`src/rtl/omsp_atom_violation_log_pkg.sv`:
```
// Shared definitions for the atomicity-violation log: register offsets,
// cause and FSM encodings, and the record layout held in the log.
package omsp_atom_violation_log_pkg;

   localparam logic [2:0] ATOMV_CTRL    = 3'd0;
   localparam logic [2:0] ATOMV_STATUS  = 3'd1;
   localparam logic [2:0] ATOMV_HEAD_ID = 3'd2;
   localparam logic [2:0] ATOMV_HEAD_PC = 3'd3;
   localparam logic [2:0] ATOMV_POP     = 3'd4;
   localparam logic [2:0] ATOMV_TOTAL   = 3'd5;

   typedef enum logic [1:0] {
      CAUSE_UNKNOWN    = 2'd0,
      CAUSE_CLIX_NEST  = 2'd1,
      CAUSE_CLIX_BOUND = 2'd2,
      CAUSE_SM_NEST    = 2'd3
   } atomv_cause_e;

   typedef enum logic [1:0] {
      ATOMV_IDLE = 2'd0,
      ATOMV_REQ  = 2'd1,
      ATOMV_LOCK = 2'd2
   } atomv_state_e;

   typedef struct packed {
      logic [1:0]  cause;
      logic [15:0] id;
      logic [15:0] pc;
   } atomv_rec_t;

   localparam int ATOMV_REC_W = $bits(atomv_rec_t);

endpackage

```
`src/rtl/omsp_atomv_fifo.sv`:
```
// Circular record store for the violation log; a pop frees a slot for a
// push in the same cycle, a pop on empty is ignored.
module omsp_atomv_fifo #(
   parameter int DEPTH = 4,
   parameter int WIDTH = 34,
   localparam int AW   = $clog2(DEPTH),
   localparam int CW   = $clog2(DEPTH) + 1
) (
   input  logic             mclk,
   input  logic             puc_rst,
   input  logic             push_i,
   input  logic             pop_i,
   input  logic [WIDTH-1:0] din_i,
   output logic [WIDTH-1:0] dout_o,
   output logic             full_o,
   output logic             empty_o,
   output logic [CW-1:0]    count_o
);

   logic [WIDTH-1:0] mem_q [DEPTH];
   logic [AW-1:0]    wr_ptr_q, rd_ptr_q;
   logic [CW-1:0]    count_q;
   logic             do_push, do_pop;

   assign empty_o = (count_q == '0);
   assign full_o  = (count_q == CW'(DEPTH));
   assign do_pop  = pop_i & ~empty_o;
   assign do_push = push_i & (~full_o | do_pop);
   assign count_o = count_q;
   assign dout_o  = mem_q[rd_ptr_q];

   // DEPTH is a power of two, so pointers wrap naturally.
   always_ff @(posedge mclk or posedge puc_rst) begin
      if (puc_rst) begin
         wr_ptr_q <= '0;
         rd_ptr_q <= '0;
         count_q  <= '0;
      end else begin
         if (do_push) wr_ptr_q <= wr_ptr_q + AW'(1);
         if (do_pop)  rd_ptr_q <= rd_ptr_q + AW'(1);
         count_q <= count_q + CW'(do_push) - CW'(do_pop);
      end
   end

   always_ff @(posedge mclk) begin
      if (do_push) mem_q[wr_ptr_q] <= din_i;
   end

endmodule

```
`src/rtl/omsp_atom_violation_log.sv`:
```
// Atomicity-violation log peripheral: records violations in a small FIFO,
// raises an interrupt and optionally a one-shot PUC request on a threshold.
module omsp_atom_violation_log
   import omsp_atom_violation_log_pkg::*;
#(
   parameter logic [14:0] BASE_ADDR = 15'h0190,
   parameter int          LOG_DEPTH = 4
) (
   input  logic        mclk,
   input  logic        puc_rst,
   input  logic        atom_violation,
   input  logic [1:0]  viol_cause,
   input  logic [15:0] sm_current_id,
   input  logic [15:0] pc,
   input  logic        per_en,
   input  logic [1:0]  per_we,
   input  logic [13:0] per_addr,
   input  logic [15:0] per_din,
   output logic [15:0] per_dout,
   output logic        irq_atomv,
   output logic        viol_reset_req
);

   localparam int CW = $clog2(LOG_DEPTH) + 1;

   logic         sel, wr, rd, pop_req;
   logic [2:0]   off;
   logic         irq_en_q, irq_en_d, rst_en_q, rst_en_d;
   logic [3:0]   thresh_q, thresh_d;
   logic         ovf_q, ovf_d, thr_hit_q, thr_hit_d, irq_q, irq_d;
   logic [15:0]  total_q, total_d;
   logic         fifo_full, fifo_empty, pop_ok, push_ok, ovf_set, thr_set;
   logic [CW-1:0] fifo_count, count_post;
   atomv_rec_t   rec_in, fifo_dout, head;
   atomv_state_e state_q, state_d;
   logic         unused_din;

   assign sel        = per_en & (per_addr[13:3] == BASE_ADDR[14:4]);
   assign off        = per_addr[2:0];
   assign wr         = sel & (|per_we);
   assign rd         = sel & ~(|per_we);
   assign pop_req    = wr & (off == ATOMV_POP);
   assign unused_din = ^{per_din[15:8], per_din[3:2]};

   assign rec_in = '{cause: viol_cause, id: sm_current_id, pc: pc};

   omsp_atomv_fifo #(.DEPTH(LOG_DEPTH), .WIDTH(ATOMV_REC_W)) u_fifo (
      .mclk    (mclk),
      .puc_rst (puc_rst),
      .push_i  (atom_violation),
      .pop_i   (pop_req),
      .din_i   (rec_in),
      .dout_o  (fifo_dout),
      .full_o  (fifo_full),
      .empty_o (fifo_empty),
      .count_o (fifo_count)
   );

   // Mirror of the FIFO's accept rules, needed for the post-update count.
   assign pop_ok     = pop_req & ~fifo_empty;
   assign ovf_set    = atom_violation & fifo_full & ~pop_ok;
   assign push_ok    = atom_violation & ~ovf_set;
   assign count_post = fifo_count + CW'(push_ok) - CW'(pop_ok);
   assign head       = fifo_empty ? '0 : fifo_dout;

   always_comb begin
      state_d = state_q;
      thr_set = 1'b0;
      case (state_q)
         ATOMV_IDLE:
            if (thresh_q != 4'd0 && int'(count_post) >= int'(thresh_q)) begin
               state_d = ATOMV_REQ;
               thr_set = 1'b1;
            end
         ATOMV_REQ:  state_d = ATOMV_LOCK;
         ATOMV_LOCK: if (!thr_hit_q) state_d = ATOMV_IDLE;
         default:    state_d = ATOMV_IDLE;
      endcase
      if (!rst_en_q) begin
         state_d = ATOMV_IDLE;
         thr_set = 1'b0;
      end
   end

   always_comb begin
      irq_en_d  = irq_en_q;
      rst_en_d  = rst_en_q;
      thresh_d  = thresh_q;
      ovf_d     = ovf_q;
      thr_hit_d = thr_hit_q;
      total_d   = total_q;
      if (wr && off == ATOMV_CTRL && per_we[0]) begin
         irq_en_d = per_din[0];
         rst_en_d = per_din[1];
         thresh_d = per_din[7:4];
      end
      if (wr && off == ATOMV_STATUS && per_we[0]) begin
         if (per_din[4]) ovf_d     = 1'b0;
         if (per_din[5]) thr_hit_d = 1'b0;
      end
      // A new event wins over a simultaneous software clear.
      if (ovf_set) ovf_d     = 1'b1;
      if (thr_set) thr_hit_d = 1'b1;
      if (atom_violation && total_q != 16'hFFFF) total_d = total_q + 16'd1;
      irq_d = irq_en_q & ((fifo_count != '0) | ovf_q);
   end

   always_ff @(posedge mclk or posedge puc_rst) begin
      if (puc_rst) begin
         irq_en_q  <= 1'b0;
         rst_en_q  <= 1'b0;
         thresh_q  <= 4'd0;
         ovf_q     <= 1'b0;
         thr_hit_q <= 1'b0;
         total_q   <= 16'd0;
         irq_q     <= 1'b0;
         state_q   <= ATOMV_IDLE;
      end else begin
         irq_en_q  <= irq_en_d;
         rst_en_q  <= rst_en_d;
         thresh_q  <= thresh_d;
         ovf_q     <= ovf_d;
         thr_hit_q <= thr_hit_d;
         total_q   <= total_d;
         irq_q     <= irq_d;
         state_q   <= state_d;
      end
   end

   assign irq_atomv      = irq_q;
   assign viol_reset_req = (state_q == ATOMV_REQ);

   always_comb begin
      per_dout = 16'h0000;
      if (rd) begin
         case (off)
            ATOMV_CTRL:    per_dout = {8'h00, thresh_q, 2'b00, rst_en_q, irq_en_q};
            ATOMV_STATUS:  per_dout = {6'h00, head.cause, 2'b00, thr_hit_q, ovf_q, 4'(fifo_count)};
            ATOMV_HEAD_ID: per_dout = head.id;
            ATOMV_HEAD_PC: per_dout = head.pc;
            ATOMV_TOTAL:   per_dout = total_q;
            default:       per_dout = 16'h0000;
         endcase
      end
   end

endmodule
```
`config.mk`:
```
export PLATFORM = sky130hd
export DESIGN_NAME = omsp_atom_violation_log
export DESIGN_NICKNAME = d
export VERILOG_FILES = /design/src/rtl/omsp_atom_violation_log_pkg.sv /design/src/rtl/omsp_atomv_fifo.sv /design/src/rtl/omsp_atom_violation_log.sv
export SDC_FILE = /design/constraint.sdc
export NUM_CORES = 1
export LEC_CHECK = 0
export ABC_CLOCK_PERIOD_IN_PS = 3550
export BUFFER_PORTS_ARGS = -buffer_cell sky130_fd_sc_hd__clkbuf_2
export CAP_MARGIN = 10
export CORE_MARGIN = 1
export CORE_UTILIZATION = 30
export DETAILED_ROUTE_END_ITERATION = 6
export HOLD_SLACK_MARGIN = 0.08
export PLACE_DENSITY = 0.55
export REMOVE_ABC_BUFFERS = 1
export SLEW_MARGIN = 20
export SYNTH_ARGS = -nofsm -noshare
export SYNTH_HDL_FRONTEND = slang
export SYNTH_SLANG_ARGS = --single-unit
```
`constraint.sdc`:
```
create_clock -name mclk -period 3.55 [get_ports mclk]
set_clock_uncertainty 0.1 [all_clocks]
set_input_delay 0 -clock mclk [delete_from_list [all_inputs] [get_ports mclk]]
set_output_delay 0 -clock mclk [all_outputs]
set_load 0.03 [all_outputs]
```
==> metrics.yaml, run 1 <==
status: "completed"
synthFlopType: "edfxtp_1"
worst_hold_slack_ns: 0.134
regArea_um2: 4940
ctsResizeCount: 0
seqPwrFrac_pct: 50.2
comb_power_share_pct: 16.9
r2r-start: "u_fifo.count_o[1]"
drive_gt1_share_pct: 28.4
fill_cells: 2201
synth_edf_count: 136
max-slew-margin-rel_pct: 45.4
finalHoldViolations: 0
rr_worst_depth: 12
gp_congestion: 0.815
grt_max_degree: 35
start_util_pct: 31.0
dr.pass1.iters: 4
row_count: 56
critical_path.cell_chain: "dlygate4sd3_1 -> clkbuf_2 -> nor4bb_1 -> nand3_1 -> nor3_1 -> ha_1 -> inv_1 -> ha_1 -> inv_1 -> fa_1 -> inv_1 -> ha_1 -> a21o_1 -> a21oi_1 -> o2bb2ai_1"
fin_util_pct: 38.8
synthArstFlopShare_pct: 20.0
dieArea_um2: 25200
antenna_found_initial: 0
instances_no_fill: 911
clk-insertion-delay-late_ns: 0.42
startpoint: "per_addr[8]"
p_switching_mw: 1.48
postSynthCellCount: 438
clk_pin_slew_ns: 0.07
hpwlAfterDp_um: 10400
port_buffers: 77
fin_tns_setup_ns: 0
required_ns: 3.74
ys_seq_area_share_pct: 67.0
tightest_slew_ns: 0.812
clkPwrFrac_pct: 33.0
via_per_inst: 4.74
fmax_ghz: 0.318
dp_cells: 830
die_w_um: 159
layout_min_cycle_time_ns: 3.15
routed-via-count: 4322
finalCritPeriodShare_pct: 88.7
final_antenna_net_count: 0
multi_input_comb_area_um2: 2270
max_stage_delay_ns: 0.54
critPathSlowestCell: "dlygate4sd3_1"
grt_usage_pct: 13.2
ys_seq_elements: 170
synth_cell_types: 51
htree_levels: 4
cts_tree: "yes"
syn2layout_area_growth_pct: 25.1
power.internal_mw: 3.97
cp-end-kind: "flip-flop"
p_sw_share_pct: 27.1
syn_avg_cell_area_um2: 16.8
grt_remaining_overflow: 0
yosysWarningCount: 0
design_area_um2: 9220
pin_count: 88
power.density_nw_per_um2: 591
grt_pass1_wl_um: 25500
cts_made_buffers: 17
nets: 662
drv_cap: 0
drtIter0Drc: 248
ir_worst_vdd_mv: 0.295
insertedDiodeCount: 0
die_y_um: 159
drc: 0
grt_pass1_vias: 4580
clockBufferDepth: 2
slew_violations: 0
rsz0062_at_grt: "false"
r2r-end: "thr_hit_q"
clkSinkCount: 170
wl_per_cell_um: 17.5
critical_path_class: "in -> reg"
crit_fanout: 4
core_area_um2: 23800
netlist_area_um2: 7370
finalSetupViolations: 0
arrival_ns: 3.34
routed_wl_um: 16000
start_kind: "input pin"
cts-root-buf: "clkbuf_16"
place_area_um2: 8160
leakage_nw: 3.36
rrSetupSlack_ns: 0.62
hp-class: "in -> async"
-- critical path, delay by kind of cell --
kind,cells,cell delay [ns]
buf+inv,5,0.81
fa+ha+maj,4,1.17
compound gates,3,0.42
simple gates,3,0.94
-- state kept, by name, indices dropped and copies added, names as in the netlist --
signal	cells
irq_atomv	1
irq_en_q	1
ovf_q	1
rst_en_q	1
state_q	2
thr_hit_q	1
thresh_q	4
total_q	16
u_fifo.count_o	3
u_fifo.mem_q	136
u_fifo.rd_ptr_q	2
u_fifo.wr_ptr_q	2
-- power by group through the flow --
stage          Combinational (mW)  Sequential [mW]  Clock (mW)
4_1_cts                     0.937             2.74        1.84
6_report                    0.919             2.73        1.80
5_1_grt                      1.03             2.77        1.93
3_3_place_gp                0.860             2.75           0
3_5_place_dp                0.881             2.78           0
2_1_floorplan               0.584             2.73           0
-- kinds of logic (layout without fill, tap and decap cells) --
family,Yosys count,count (layout),synth area share (%)
xor+xnor,18,18,2.14
buf+inv,32,186,2.16
compound gates,49,49,4.45
fa+ha+maj,13,13,2.41
simple gates,102,102,7.95
mux,54,54,13.9
flops,170,170,67.0
-- metal layers --
metal  routed length, µm  track usage, %
met5                   0               0
met4                 144            3.31
met3                 582            2.72
met2                8120            22.6
met1                7120            16.9
-- worst max-delay path by stage --
stage,to,slack (ns),cells past startpoint
2_1_floorplan,thr_hit_q,0.67,11
3_3_place_gp,thr_hit_q,0.48,14
3_5_place_dp,thr_hit_q,0.40,14
4_1_cts,thr_hit_q,0.42,15
5_1_grt,state_q[0],0.21,15
6_report,thr_hit_q,0.40,15
-- metrics by stage --
step           power [mW]  setup slack [ns]
6_report             5.45             0.403
5_1_grt              5.73             0.206
4_1_cts              5.51             0.424
3_5_place_dp         3.66             0.405
3_3_place_gp         3.61             0.475
2_1_floorplan        3.31             0.671
-- synth_stat cells, types with 11 or more instances --
library cell	number	share of area [%]
a21oi_1	15	1.0
a22oi_1	14	1.4
dfrtp_1	34	12
edfxtp_1	136	55
ha_1	11	1.9
inv_1	13	0.66
mux2_2	14	2.1
mux4_2	24	7.3
nand2_1	20	1.0
nand3_1	13	0.88
nor2_1	12	0.61
xnor2_1	11	1.3
-- placed cells by master, fill, tap and decap left out, types with 3 or more instances in the layout --
master,count
xnor2_1,11
inv_8,3
inv_6,4
mux4_2,24
xor2_1,7
and2_1,3
nor2_1,12
clkbuf_2,77
nor4b_1,3
buf_4,15
ha_1,11
o21ai_0,7
nor4_1,4
nand2_1,20
edfxtp_1,136
and3b_1,4
clkbuf_16,17
nand2b_1,5
nor3_1,6
inv_1,13
a21oi_1,15
nand4_1,8
dlygate4sd3_1,49
mux2i_1,5
nand3_1,13
nor2b_1,4
mux2_2,14
a22oi_1,14
dfrtp_1,32
mux4_1,10
and3_1,8
nor3b_1,3
-- final cells by class --
type / instances / share of cell area, %
Multi-Input combinational cell: 236 / 24.7
Sequential cell: 170 / 53.6
Clock inverter: 13 / 1.47
Tap cell: 319 / 4.33
Inverter: 13 / 0.529
Timing Repair Buffer: 141 / 10.7
Clock buffer: 19 / 4.70
-- timing repair --
| item | CTS | global route |
|---|---|---|
| hold endpoints to repair | 189 | 0 |
| endpoints found under the setup margin | 0 | 0 |
| setup buffers | 0 | 0 |
| hold buffers | 49 | 0 |
(Power assumes the default switching activity.)
==> inputs of run 2 (changes only) <==
CORE_UTILIZATION = 35   (was 30)
PLACE_DENSITY = 0.61   (was 0.55)
==> run 2 against run 1 <==
  * Utilization rose by 6.1 points
  * Critical path depth unchanged
  * Sequential cell count stayed put
  * Die area is 14% lower
  * Critical endpoint unchanged
  * Largest power group unchanged
==> metrics.yaml, run 2 (synthesis gave the netlist of run 1 again) <==
tightest_slew_ns: 0.873  # +0.0617 ns
row_count: 52  # -7.1%
drtIter0Drc: 245  # -1.2%
layout_min_cycle_time_ns: 3.07  # -0.0789 ns
total_power_mw: 5.53  # +1.4%
final_cell_mix: "edfxtp_1 (136), clkbuf_2 (77), dlygate4sd3_1 (48)"
routed-via-count: 4300  # -0.51%
comb_power_share_pct: 16.6  # -0.3 points
reg_top3: "u_fifo.mem_q (136), total_q (16), thresh_q (4)"
rrSetupSlack_ns: 0.66  # +0.04 ns
finalSetupViolations: 0  # unchanged
drc: 0  # unchanged
grt_util_met3_pct: 3.23  # +0.51 points
htree_levels: 4  # unchanged
grt_pass1_vias: 4658  # +1.7%
power.internal_mw: 4.09  # +2.9%
pin_count: 88  # unchanged
nets: 658  # -0.60%
crit_fanout: 4  # unchanged
top_register: "u_fifo.mem_q"
worst_hold_slack_ns: 0.108  # -0.0258 ns
clk-insertion-delay-late_ns: 0.42  # about the same
die_y_um: 147  # -7.3%
grt_max_degree: 36  # +2.9%
rsz0062_at_grt: "false"
grtUsageMet2_pct: 25.5  # +2.9 points
arrival_ns: 3.27  # -0.07 ns
ir_worst_vdd_mv: 0.267  # -9.6%
r2r-start: "u_fifo.count_o[1]"
largest_reg_flops: 136  # unchanged
cts_tree: "yes"
antenna_found_initial: 0  # unchanged
syn2layout_area_growth_pct: 24.4
r2r-end: "thr_hit_q"
clkSinkCount: 170  # unchanged
holdPathEnd: "u_fifo.wr_ptr_q[0]"
via_per_inst: 5.02  # +5.9%
postCtsSetupBuffers: 0  # unchanged
required_ns: 3.75  # about the same
hpwlAfterDp_um: 9950  # -4.4%
start_util_pct: 36.1  # +5.0 points
port_buffers: 77  # unchanged
clk_pin_slew_ns: 0.06  # about the same
grt_remaining_overflow: 0  # unchanged
seqPwrFrac_pct: 49.5  # -0.7 points
grtUsageMet1_pct: 19.5  # +2.6 points
hold_depth: 5
grt-busiest-layer: "met2"
finalCritPeriodShare_pct: 86.4  # -2.2 points
insertedDiodeCount: 0  # unchanged
gp_congestion: 0.826  # +1.3%
status: "completed"
core_area_um2: 20400  # -14%
hp-class: "in -> reg"
clkPwrFrac_pct: 33.8  # +0.8 points
drv_cap: 0  # unchanged
dieArea_um2: 21600  # -14%
rr_worst_depth: 13  # +1
wl_per_cell_um: 18.0  # +2.4%
drive_gt1_share_pct: 28.2  # -0.22 points
grt_pass1_wl_um: 24800  # -2.5%
cp-end-kind: "flip-flop"
finalHoldViolations: 0  # unchanged
cts_made_buffers: 17  # unchanged
max-slew-margin-rel_pct: 41.5  # -3.9 points
final_antenna_net_count: 0  # unchanged
p_switching_mw: 1.44  # -2.5%
clockBufferDepth: 2  # unchanged
die_w_um: 147  # -7.3%
power.density_nw_per_um2: 603  # +2.0%
layout_commonest_cell: "edfxtp_1"
fin_util_pct: 44.9  # +6.1 points
start_kind: "input pin"
p_sw_share_pct: 26.0  # -1.1 points
critical_path_class: "in -> reg"
fmax_ghz: 0.326  # +2.6%
fin_tns_setup_ns: 0  # unchanged
cts-root-buf: "clkbuf_16"
grt_usage_pct: 15.2  # +2.0 points
slew_violations: 0  # unchanged
leakage_nw: 3.36  # about the same
hp-start: "per_addr[0]"
dr.pass1.iters: 4  # unchanged
routed_wl_um: 15400  # -3.7%
==> run 2: cell count changes in the layout (fill, tap and decap cells not counted), moves of 2 or more <==
cell / delta
buf_4: -4
bufinv_16: +2
clkbuf_1: -2
inv_6: -2
inv_8: -2
==> run 2: layout make-up <==
cell class,instances,area [µm²]
Inverter,13,48.8
Multi-Input combinational cell,236,2280
Clock buffer,17,425
Fill cell,1833,11300
Tap cell,270,338
Timing Repair Buffer,137,968
Clock inverter,13,169
Sequential cell,170,4940
==> run 2: what timing repair did <==
| item | CTS | global route |
|---|---|---|
| endpoints found under the hold margin | 187 | 0 |
| endpoints found under the setup margin | 0 | 2 |
| hold buffers | 49 | 0 |
| resized for setup | 0 | 1 |
==> run 2: layer usage <==
metal / vias to the layer above / part of all wire [%]
met1: 2164 / 44
li1: 2012 / -
met5: - / 0
met4: 0 / 1.6
met2: 105 / 49
met3: 19 / 4.5
==> run 2: power by group through the flow <==
| stage | Sequential [mW] | Combinational [mW] | Clock [mW] |
|---|---|---|---|
| floorplan | 2.73 | 0.584 | 0 |
| global route | 2.78 | 1.03 | 1.99 |
| global placement | 2.75 | 0.850 | 0 |
| detailed placement | 2.78 | 0.882 | 0 |
| CTS | 2.74 | 0.937 | 1.91 |
| finish | 2.74 | 0.920 | 1.87 |
==> run 2: through the flow <==
stage               cell area, µm²  setup WS [ns]  std cells
detailed placement            8090          0.425        778
floorplan                     7260          0.671        419
global placement              8090          0.518        778
global route                  9170          0.300        856
CTS                           9170         0.0950        857
finish                        9170          0.482        856
==> run 2: worst max-delay path by stage <==
stage	startpoint	endpoint	slack [ns]	cells past startpoint
global placement	per_addr[9]	thr_hit_q	0.52	14
floorplan	u_fifo.count_o[1]	thr_hit_q	0.67	11
finish	per_addr[10]	thr_hit_q	0.48	15
CTS	per_we[0]	thr_hit_q	0.09	16
global route	per_addr[10]	thr_hit_q	0.30	15
detailed placement	per_addr[8]	thr_hit_q	0.42	14
==> run 2: worst max-delay path: stages <==
cell	delay [ns]
dlygate4sd3_1	0.53
clkbuf_2	0.10
nor4bb_1	0.31
nand3_1	0.23
nor3_2	0.33
ha_1	0.28
inv_1	0.08
ha_1	0.14
inv_1	0.05
fa_1	0.47
inv_1	0.04
ha_1	0.27
a21o_1	0.16
a21oi_1	0.18
o2bb2ai_1	0.08
